==> src/rtl/dkong_dma_pkg.sv <==
// dkong_dma_pkg: FSM encoding and packed-field helpers
// shared by the multi-channel DMA and its arbiter.
package dkong_dma_pkg;

  typedef enum logic [2:0] {
    S_IDLE,
    S_REQ,
    S_XFER,
    S_DRAIN,
    S_FIN
  } dma_state_t;

  localparam int VEC_W = 64;
  localparam int FLD_W = 16;

  function automatic int unsigned ch_w(
    input int unsigned n
  );
    return (n <= 1) ? 1 : $clog2(n);
  endfunction

  // Pull field idx of width w out of a packed
  // per-channel vector (zero-extended to VEC_W).
  function automatic logic [FLD_W-1:0] get_field(
    input logic [VEC_W-1:0] vec,
    input int unsigned      idx,
    input int unsigned      w
  );
    logic [VEC_W-1:0] m;
    m = (VEC_W'(1) << w) - VEC_W'(1);
    return FLD_W'((vec >> (idx * w)) & m);
  endfunction

endpackage

==> src/rtl/dkong_dma_arb.sv <==
// dkong_dma_arb: trigger edge capture, one pending flag per
// channel, fixed priority (lowest index) grant + index.
module dkong_dma_arb
  import dkong_dma_pkg::*;
#(
  parameter int NCH = 2,
  parameter int CHW = ch_w(NCH)
) (
  input  logic           clk,
  input  logic           rst_n,
  input  logic           clk_en,
  input  logic [NCH-1:0] trig,
  input  logic [NCH-1:0] clr,
  output logic           any_pend,
  output logic [NCH-1:0] grant,
  output logic [CHW-1:0] idx
);

  logic [NCH-1:0] trig_q;
  logic [NCH-1:0] pend;
  logic [NCH-1:0] rise;

  assign rise = clk_en ? (trig & ~trig_q) : '0;

  // An edge on an already pending channel is absorbed;
  // the clear on selection wins over such an edge.
  always_ff @(posedge clk or negedge rst_n) begin
    if (!rst_n) begin
      trig_q <= '0;
      pend   <= '0;
    end else if (clk_en) begin
      trig_q <= trig;
      pend   <= (pend & ~clr) | (rise & ~pend);
    end
  end

  assign any_pend = |pend;

  always_comb begin
    grant = '0;
    idx   = '0;
    for (int i = NCH - 1; i >= 0; i--) begin
      if (pend[i]) begin
        grant    = '0;
        grant[i] = 1'b1;
        idx      = CHW'(i);
      end
    end
  end

endmodule

==> src/rtl/dkong_dma_multi.sv <==
// dkong_dma_multi: multi-channel block copy / fill DMA with
// Z80 HRQ/HLDA handshake, all state paced by I_CLK_EN.
module dkong_dma_multi
  import dkong_dma_pkg::*;
#(
  parameter int NCH = 2,
  parameter int AW  = 10,
  parameter int DW  = 8,
  parameter int LW  = 10
) (
  input  logic              I_CLK,
  input  logic              I_RESETn,
  input  logic              I_CLK_EN,
  input  logic [NCH-1:0]    I_DMA_TRIG,
  input  logic [NCH-1:0]    I_MODE_FILL,
  input  logic [NCH*AW-1:0] I_SRC_BASE,
  input  logic [NCH*AW-1:0] I_DST_BASE,
  input  logic [NCH*LW-1:0] I_LEN,
  input  logic [DW-1:0]     I_FILL_D,
  input  logic              I_HLDA,
  input  logic [DW-1:0]     I_DMA_DS,
  output logic              O_HRQ,
  output logic [AW-1:0]     O_DMA_AS,
  output logic              O_DMA_CES,
  output logic [AW-1:0]     O_DMA_AD,
  output logic [DW-1:0]     O_DMA_DD,
  output logic              O_DMA_CED,
  output logic              O_BUSY,
  output logic [1:0]        O_ACT_CH,
  output logic [NCH-1:0]    O_DONE
);

  localparam int CHW = ch_w(NCH);

  dma_state_t state, state_n;

  logic           any_pend;
  logic [NCH-1:0] grant;
  logic [NCH-1:0] clr;
  logic [CHW-1:0] sel_idx;
  logic [CHW-1:0] ch_q;

  logic [VEC_W-1:0] src_v, dst_v, len_v;
  logic [AW-1:0]    sel_src, sel_dst;
  logic [LW-1:0]    sel_len;

  logic          mode_q;
  logic [AW-1:0] src_q, dst_q;
  logic [LW-1:0] len_q, rcnt, wcnt;
  logic          rd_vld;

  logic start, hrq, busy, ces, ced;
  logic [AW-1:0]  as_c, ad_c;
  logic [DW-1:0]  dd_c;
  logic [NCH-1:0] done_c;

  dkong_dma_arb #(
    .NCH(NCH),
    .CHW(CHW)
  ) u_arb (
    .clk     (I_CLK),
    .rst_n   (I_RESETn),
    .clk_en  (I_CLK_EN),
    .trig    (I_DMA_TRIG),
    .clr     (clr),
    .any_pend(any_pend),
    .grant   (grant),
    .idx     (sel_idx)
  );

  assign src_v = VEC_W'(I_SRC_BASE);
  assign dst_v = VEC_W'(I_DST_BASE);
  assign len_v = VEC_W'(I_LEN);

  assign sel_src = AW'(get_field(src_v, 32'(sel_idx), AW));
  assign sel_dst = AW'(get_field(dst_v, 32'(sel_idx), AW));
  assign sel_len = LW'(get_field(len_v, 32'(sel_idx), LW));

  always_ff @(posedge I_CLK or negedge I_RESETn) begin
    if (!I_RESETn) begin
      state <= S_IDLE;
    end else if (I_CLK_EN) begin
      state <= state_n;
    end
  end

  always_comb begin
    state_n = state;
    start   = 1'b0;
    clr     = '0;
    hrq     = 1'b0;
    busy    = 1'b0;
    ces     = 1'b0;
    ced     = 1'b0;
    as_c    = '0;
    ad_c    = '0;
    dd_c    = '0;
    done_c  = '0;
    unique case (state)
      S_IDLE: begin
        if (I_CLK_EN && any_pend) begin
          start = 1'b1;
          clr   = grant;
          if (sel_len == '0) state_n = S_FIN;
          else               state_n = S_REQ;
        end
      end
      S_REQ: begin
        hrq  = 1'b1;
        busy = 1'b1;
        if (I_CLK_EN && I_HLDA) state_n = S_XFER;
      end
      S_XFER: begin
        hrq  = 1'b1;
        busy = 1'b1;
        if (I_CLK_EN && I_HLDA) begin
          // Copy: write lags read by one cycle.
          ces = !mode_q && (rcnt != len_q);
          ced = mode_q || rd_vld;
          if (ces) as_c = src_q + AW'(rcnt);
          if (ced) begin
            ad_c = dst_q + AW'(wcnt);
            dd_c = mode_q ? I_FILL_D : I_DMA_DS;
            if (wcnt == len_q - 1'b1) state_n = S_DRAIN;
          end
        end
      end
      S_DRAIN: begin
        busy = 1'b1;
        if (I_CLK_EN && !I_HLDA) state_n = S_FIN;
      end
      S_FIN: begin
        if (I_CLK_EN) begin
          done_c[ch_q] = 1'b1;
          state_n      = S_IDLE;
        end
      end
      default: state_n = S_IDLE;
    endcase
  end

  // On bus loss the read already in flight is discarded
  // and re-issued on resume: rewind read to write count.
  always_ff @(posedge I_CLK or negedge I_RESETn) begin
    if (!I_RESETn) begin
      ch_q   <= '0;
      mode_q <= 1'b0;
      src_q  <= '0;
      dst_q  <= '0;
      len_q  <= '0;
      rcnt   <= '0;
      wcnt   <= '0;
      rd_vld <= 1'b0;
    end else if (I_CLK_EN) begin
      if (start) begin
        ch_q   <= sel_idx;
        mode_q <= I_MODE_FILL[sel_idx];
        src_q  <= sel_src;
        dst_q  <= sel_dst;
        len_q  <= sel_len;
        rcnt   <= '0;
        wcnt   <= '0;
        rd_vld <= 1'b0;
      end else if (state == S_XFER) begin
        if (I_HLDA) begin
          rcnt   <= rcnt + LW'(ces);
          wcnt   <= wcnt + LW'(ced);
          rd_vld <= ces;
        end else begin
          rcnt   <= wcnt;
          rd_vld <= 1'b0;
        end
      end
    end
  end

  assign O_HRQ     = hrq;
  assign O_BUSY    = busy;
  assign O_DMA_CES = ces;
  assign O_DMA_AS  = as_c;
  assign O_DMA_CED = ced;
  assign O_DMA_AD  = ad_c;
  assign O_DMA_DD  = dd_c;
  assign O_DONE    = done_c;
  assign O_ACT_CH  = 2'(ch_q);

endmodule

==> config.mk <==
export PLATFORM = sky130hd
export DESIGN_NAME = dkong_dma_multi
export DESIGN_NICKNAME = d
export VERILOG_FILES = /design/src/rtl/dkong_dma_pkg.sv /design/src/rtl/dkong_dma_arb.sv /design/src/rtl/dkong_dma_multi.sv
export SDC_FILE = /design/constraint.sdc
export NUM_CORES = 1
export LEC_CHECK = 0
export CAP_MARGIN = 20
export CORE_MARGIN = 3
export CORE_UTILIZATION = 53
export CTS_CLUSTER_SIZE = 20
export DETAILED_ROUTE_END_ITERATION = 7
export PLACE_DENSITY = 0.86
export REMOVE_ABC_BUFFERS = 1
export SETUP_SLACK_MARGIN = 0.15
export SLEW_MARGIN = 20
export SYNTH_ARGS = -nofsm -noshare
export SYNTH_HDL_FRONTEND = slang
export SYNTH_SLANG_ARGS = --single-unit
==> constraint.sdc <==
create_clock -name I_CLK -period 7.36 [get_ports I_CLK]
set_clock_uncertainty 0.05 [all_clocks]
set_input_delay 1.104 -clock I_CLK [delete_from_list [all_inputs] [get_ports I_CLK]]
set_output_delay 1.104 -clock I_CLK [all_outputs]
set_load 0.01 [all_outputs]
==> results.md <==
- The actual transition at the worst max-transition pin is 0.748 ns.
- The number of top-level pins is 120.
- The H-tree was split into 3 levels.
- The count of nets left with antenna violations once routing finished came out at 0.
- The routed via count is 4159.
- The cell area that synthesis handed to floorplanning was 0.00448 mm^2.
- The critical path is of the in -> out type.
- The switching share of total power is 0.417.
- The number of nets in the finished design is 732.
- The number of enable-type register cells in the synthesized netlist is 0.
- The pin count of the biggest net entering global routing is 61.
- Dividing the detail-routed wire length by the instance count gives 16.1 um.
- During placement, the flow inserted port buffers numbering 118.
- The clock tree buffer depth is 2.
- Across every metal layer, demand over resource in global routing totals 0.251.
- The number of slew-limit violations in the final report is 0.
- The power density relative to cell area is 276 mW/mm^2.
- Of the total power, registers draw 0.358.
- Of the total power, combinational logic draws 0.481.
- In this run, distinct cell masters in the synthesized netlist total 56.
- The area growth from synthesis to layout is 30.6%.
- Setup repair after global routing left no endpoint under its margin.
- The total number of placement rows is 32.
- The clock latency reported for the late side of the worst-skew pair is 0.35 ns.
- The cell count after synthesis came out at 519.
- The design draws 1.62 mW.
- The setup violation total in the final timing report is 0.
- Counting flops and latches in the post-synthesis netlist gives 60.
- Internal power comes to 0.941 mW.
- Clock tree synthesis found a total of 60 sinks.
- The first-pass GRT wire length is 19700 um.
- The first routing iteration left 161 violations.
- For flop-to-flop paths, the worst setup slack is 4.12 ns.
- The most frequently used flop master after synthesis is dfrtp_1.
- Post-CTS timing repair inserted 0 buffers for setup.
- The max-cap check violation count is 0.
- The maximum ir drop on the vdd rail is 0.000192 V.
- The worst hold slack after final layout is 0.438 ns.
- Headroom to the max-slew limit came out at 0.501.
- The fraction of layout cells with a size suffix above 1 is 0.0542.
- The effective utilization at floorplan is 0.562.
- The overall overflow remaining after global route is 0.
- The filler cell count in the final layout is 626.
- The startpoint kind of the worst setup timing path is a primary input.
- The number of global-route vias before repair is 4181.
- The clock period could shrink to 4.92 ns.
- The CTS tree is yes.
- The first detailed-routing pass took 5 iterations.
- The final weighted congestion in routability-driven placement is 0.962.
- Clock-pin slew was measured on the worst setup and hold paths at 0.06 ns.
- The critical-path maximum fanout is 18.
- The cell taking the most area after synthesis is dfrtp_1.
- The wire length after detailed routing is 11700 um.
- Once placement finished, the instance area stood at 0.00568 mm^2.
- The total of cells resized after clock tree synthesis is 0.
- The post-route cell area is 0.00585 mm^2.
- Detailed placement ended at an HPWL of 9060 um.
- The floorplan step set the die width to 97.9 um.
- At the worst endpoint, the arrival time is 3.76 ns.
- The number of antenna violations at the first check in global routing is 0.
- The kind of capture point of the worst setup path is an output port.
- Of the post-synthesis cell area, the dominant cell type holds 0.335.
- STA puts the critical path data required time at 6.21 ns.
- Adding up every negative setup slack in the final design gives 0 ns.
- The placeable core region is 0.00797 mm^2.
- In this run the static leakage power is 2.56 nW.
- The post-route fraction of the period consumed by the critical path is 0.668.
- The DRC violation count after routing is 0.
- The antenna diode instance count is 0.
- The clock network power share is 0.161.
- The die is 97.9 um tall.
- The share of synthesized registers carrying an async set or reset is 1.00.
- The post-synthesis average cell area is 8.62 um^2.
- Summed over all nets, the switching power comes to 0.674 mW.
- The maximum operating frequency is 0.203 GHz.
- The share of the Yosys chip area taken by registers is 0.335.
- Leaving out fill and tap cells, the most frequent cell in the layout is clkdlybuf4s50_1.
- The detailed-route vias per instance is 5.71.
- The class of the tightest hold or removal check is reg -> reg.
- The run finished with clean final reports.
- Ranked by total cell area, the synthesized netlist is headed by dfrtp_1 34%, mux2i_1 9.4%, ha_1 6.4%.
- The number of hold-slack violations in the final timing report is 0.
- For this run, the number of Yosys warnings is 0.
- The number of buffers added by the clock tree synthesis step is 9.
- In the layout the commonest cells are 117 x clkdlybuf4s50_1, 60 x dfrtp_1, 58 x nand2_1, 57 x o21ai_0, 55 x nor2_1.
- The root buffer cell chosen for the clock tree is clkbuf_8.
- The number of hold buffers added after CTS is 0.
- The die covers 0.00958 mm^2.
power by group through the flow:
stage / combinational [mW] / clock, mW / sequential [mW]
2_1_floorplan: 0.570 / 0 / 0.538
3_3_place_gp: 0.749 / 0 / 0.573
3_5_place_dp: 0.778 / 0 / 0.581
4_1_cts: 0.783 / 0.267 / 0.575
5_1_grt: 0.874 / 0.279 / 0.594
6_report: 0.777 / 0.260 / 0.578
path summary, 6_finish.rpt:
check	end	depth (start not counted)	start
max in group asynchronous	src_q[0]	2	I_RESETn
min	src_q[3]	2	src_q[3]
min in group asynchronous	len_q[3]	2	I_RESETn
max	O_DMA_AD[0]	7	I_CLK_EN
max reg2reg	rcnt[9]	13	state[0]
min reg2reg	src_q[3]	2	src_q[3]
cell type report:
cell class / instances / area [um^2] / share of cell area
Clock inverter: 2 / 10.0 / 0.00171
Multi-Input combinational cell: 417 / 2800 / 0.478
Sequential cell: 60 / 1500 / 0.257
Timing Repair Buffer: 121 / 1200 / 0.205
Tap cell: 102 / 128 / 0.0218
Inverter: 14 / 52.6 / 0.00899
Clock buffer: 13 / 159 / 0.0272
layer usage:
layer / track usage / part of all wire / routed length (um)
met5: 0 / 0 / 0
met4: 0.0905 / 0.024 / 284
met3: 0.0543 / 0.057 / 669
met2: 0.438 / 0.51 / 5970
met1: 0.304 / 0.41 / 4780
Yosys cell counts (2+ instances only):
master,number
clkbuf_1,12
o31ai_1,2
a21oi_1,13
buf_2,10
xor2_1,28
o21a_1,2
a22o_1,3
o41ai_1,4
o21ai_1,3
buf_4,5
a21o_1,3
dfrtp_1,60
a21boi_0,2
nor3_1,10
nand3_1,14
nand4_1,3
and2_1,3
or3_1,3
nor4_1,10
nand2_1,58
a31oi_1,4
xnor2_1,22
o21ai_0,57
nor2_4,2
fa_1,2
a22oi_1,6
and3_1,9
o21ai_2,2
ha_1,23
nor2_1,55
nor2b_1,7
a211o_1,2
mux2i_1,42
nand2b_1,4
inv_1,13
metrics by stage:
step | instances | util | setup slack [ns]
after floorplan | 491 | - | 3.90
after global placement | 714 | 0.712 | 2.58
after detailed placement | 714 | 0.712 | 2.47
after CTS | 729 | 0.734 | 2.48
after global routing | 729 | 0.734 | 2.23
final | 729 | 0.734 | 2.44
critical path, stage by stage:
cell and delay [ns]:
clkdlybuf4s50_1 0.71, nand3_1 0.51, nor2_4 0.34, o21ai_2 0.25, inv_1 0.17, and2_1 0.14, clkdlybuf4s50_1 0.53
flip-flops by register name, indices dropped and copies added, names as in the netlist:
signal        flops
mode_q            1
wcnt             10
u_arb.trig_q      2
ch_q              1
rcnt             10
src_q            10
len_q            10
rd_vld            1
state             3
u_arb.pend        2
dst_q            10
kinds of logic (layout without fill, tap and decap cells):
group                    Yosys count  in the layout  share of synthesized area
XOR/XNOR                          50             50                     0.0978
adder cells (fa/ha/maj)           25             25                     0.0732
flip-flops                        60             60                      0.335
other                              1              1                   0.000838
buffers and inverters             42            150                     0.0439
AO/OA/AOI/OAI                    110            110                      0.148
multiplexers                      43             43                     0.0964
AND/OR/NAND/NOR                  188            188                      0.205
Power figures use the tool's default switching activity.
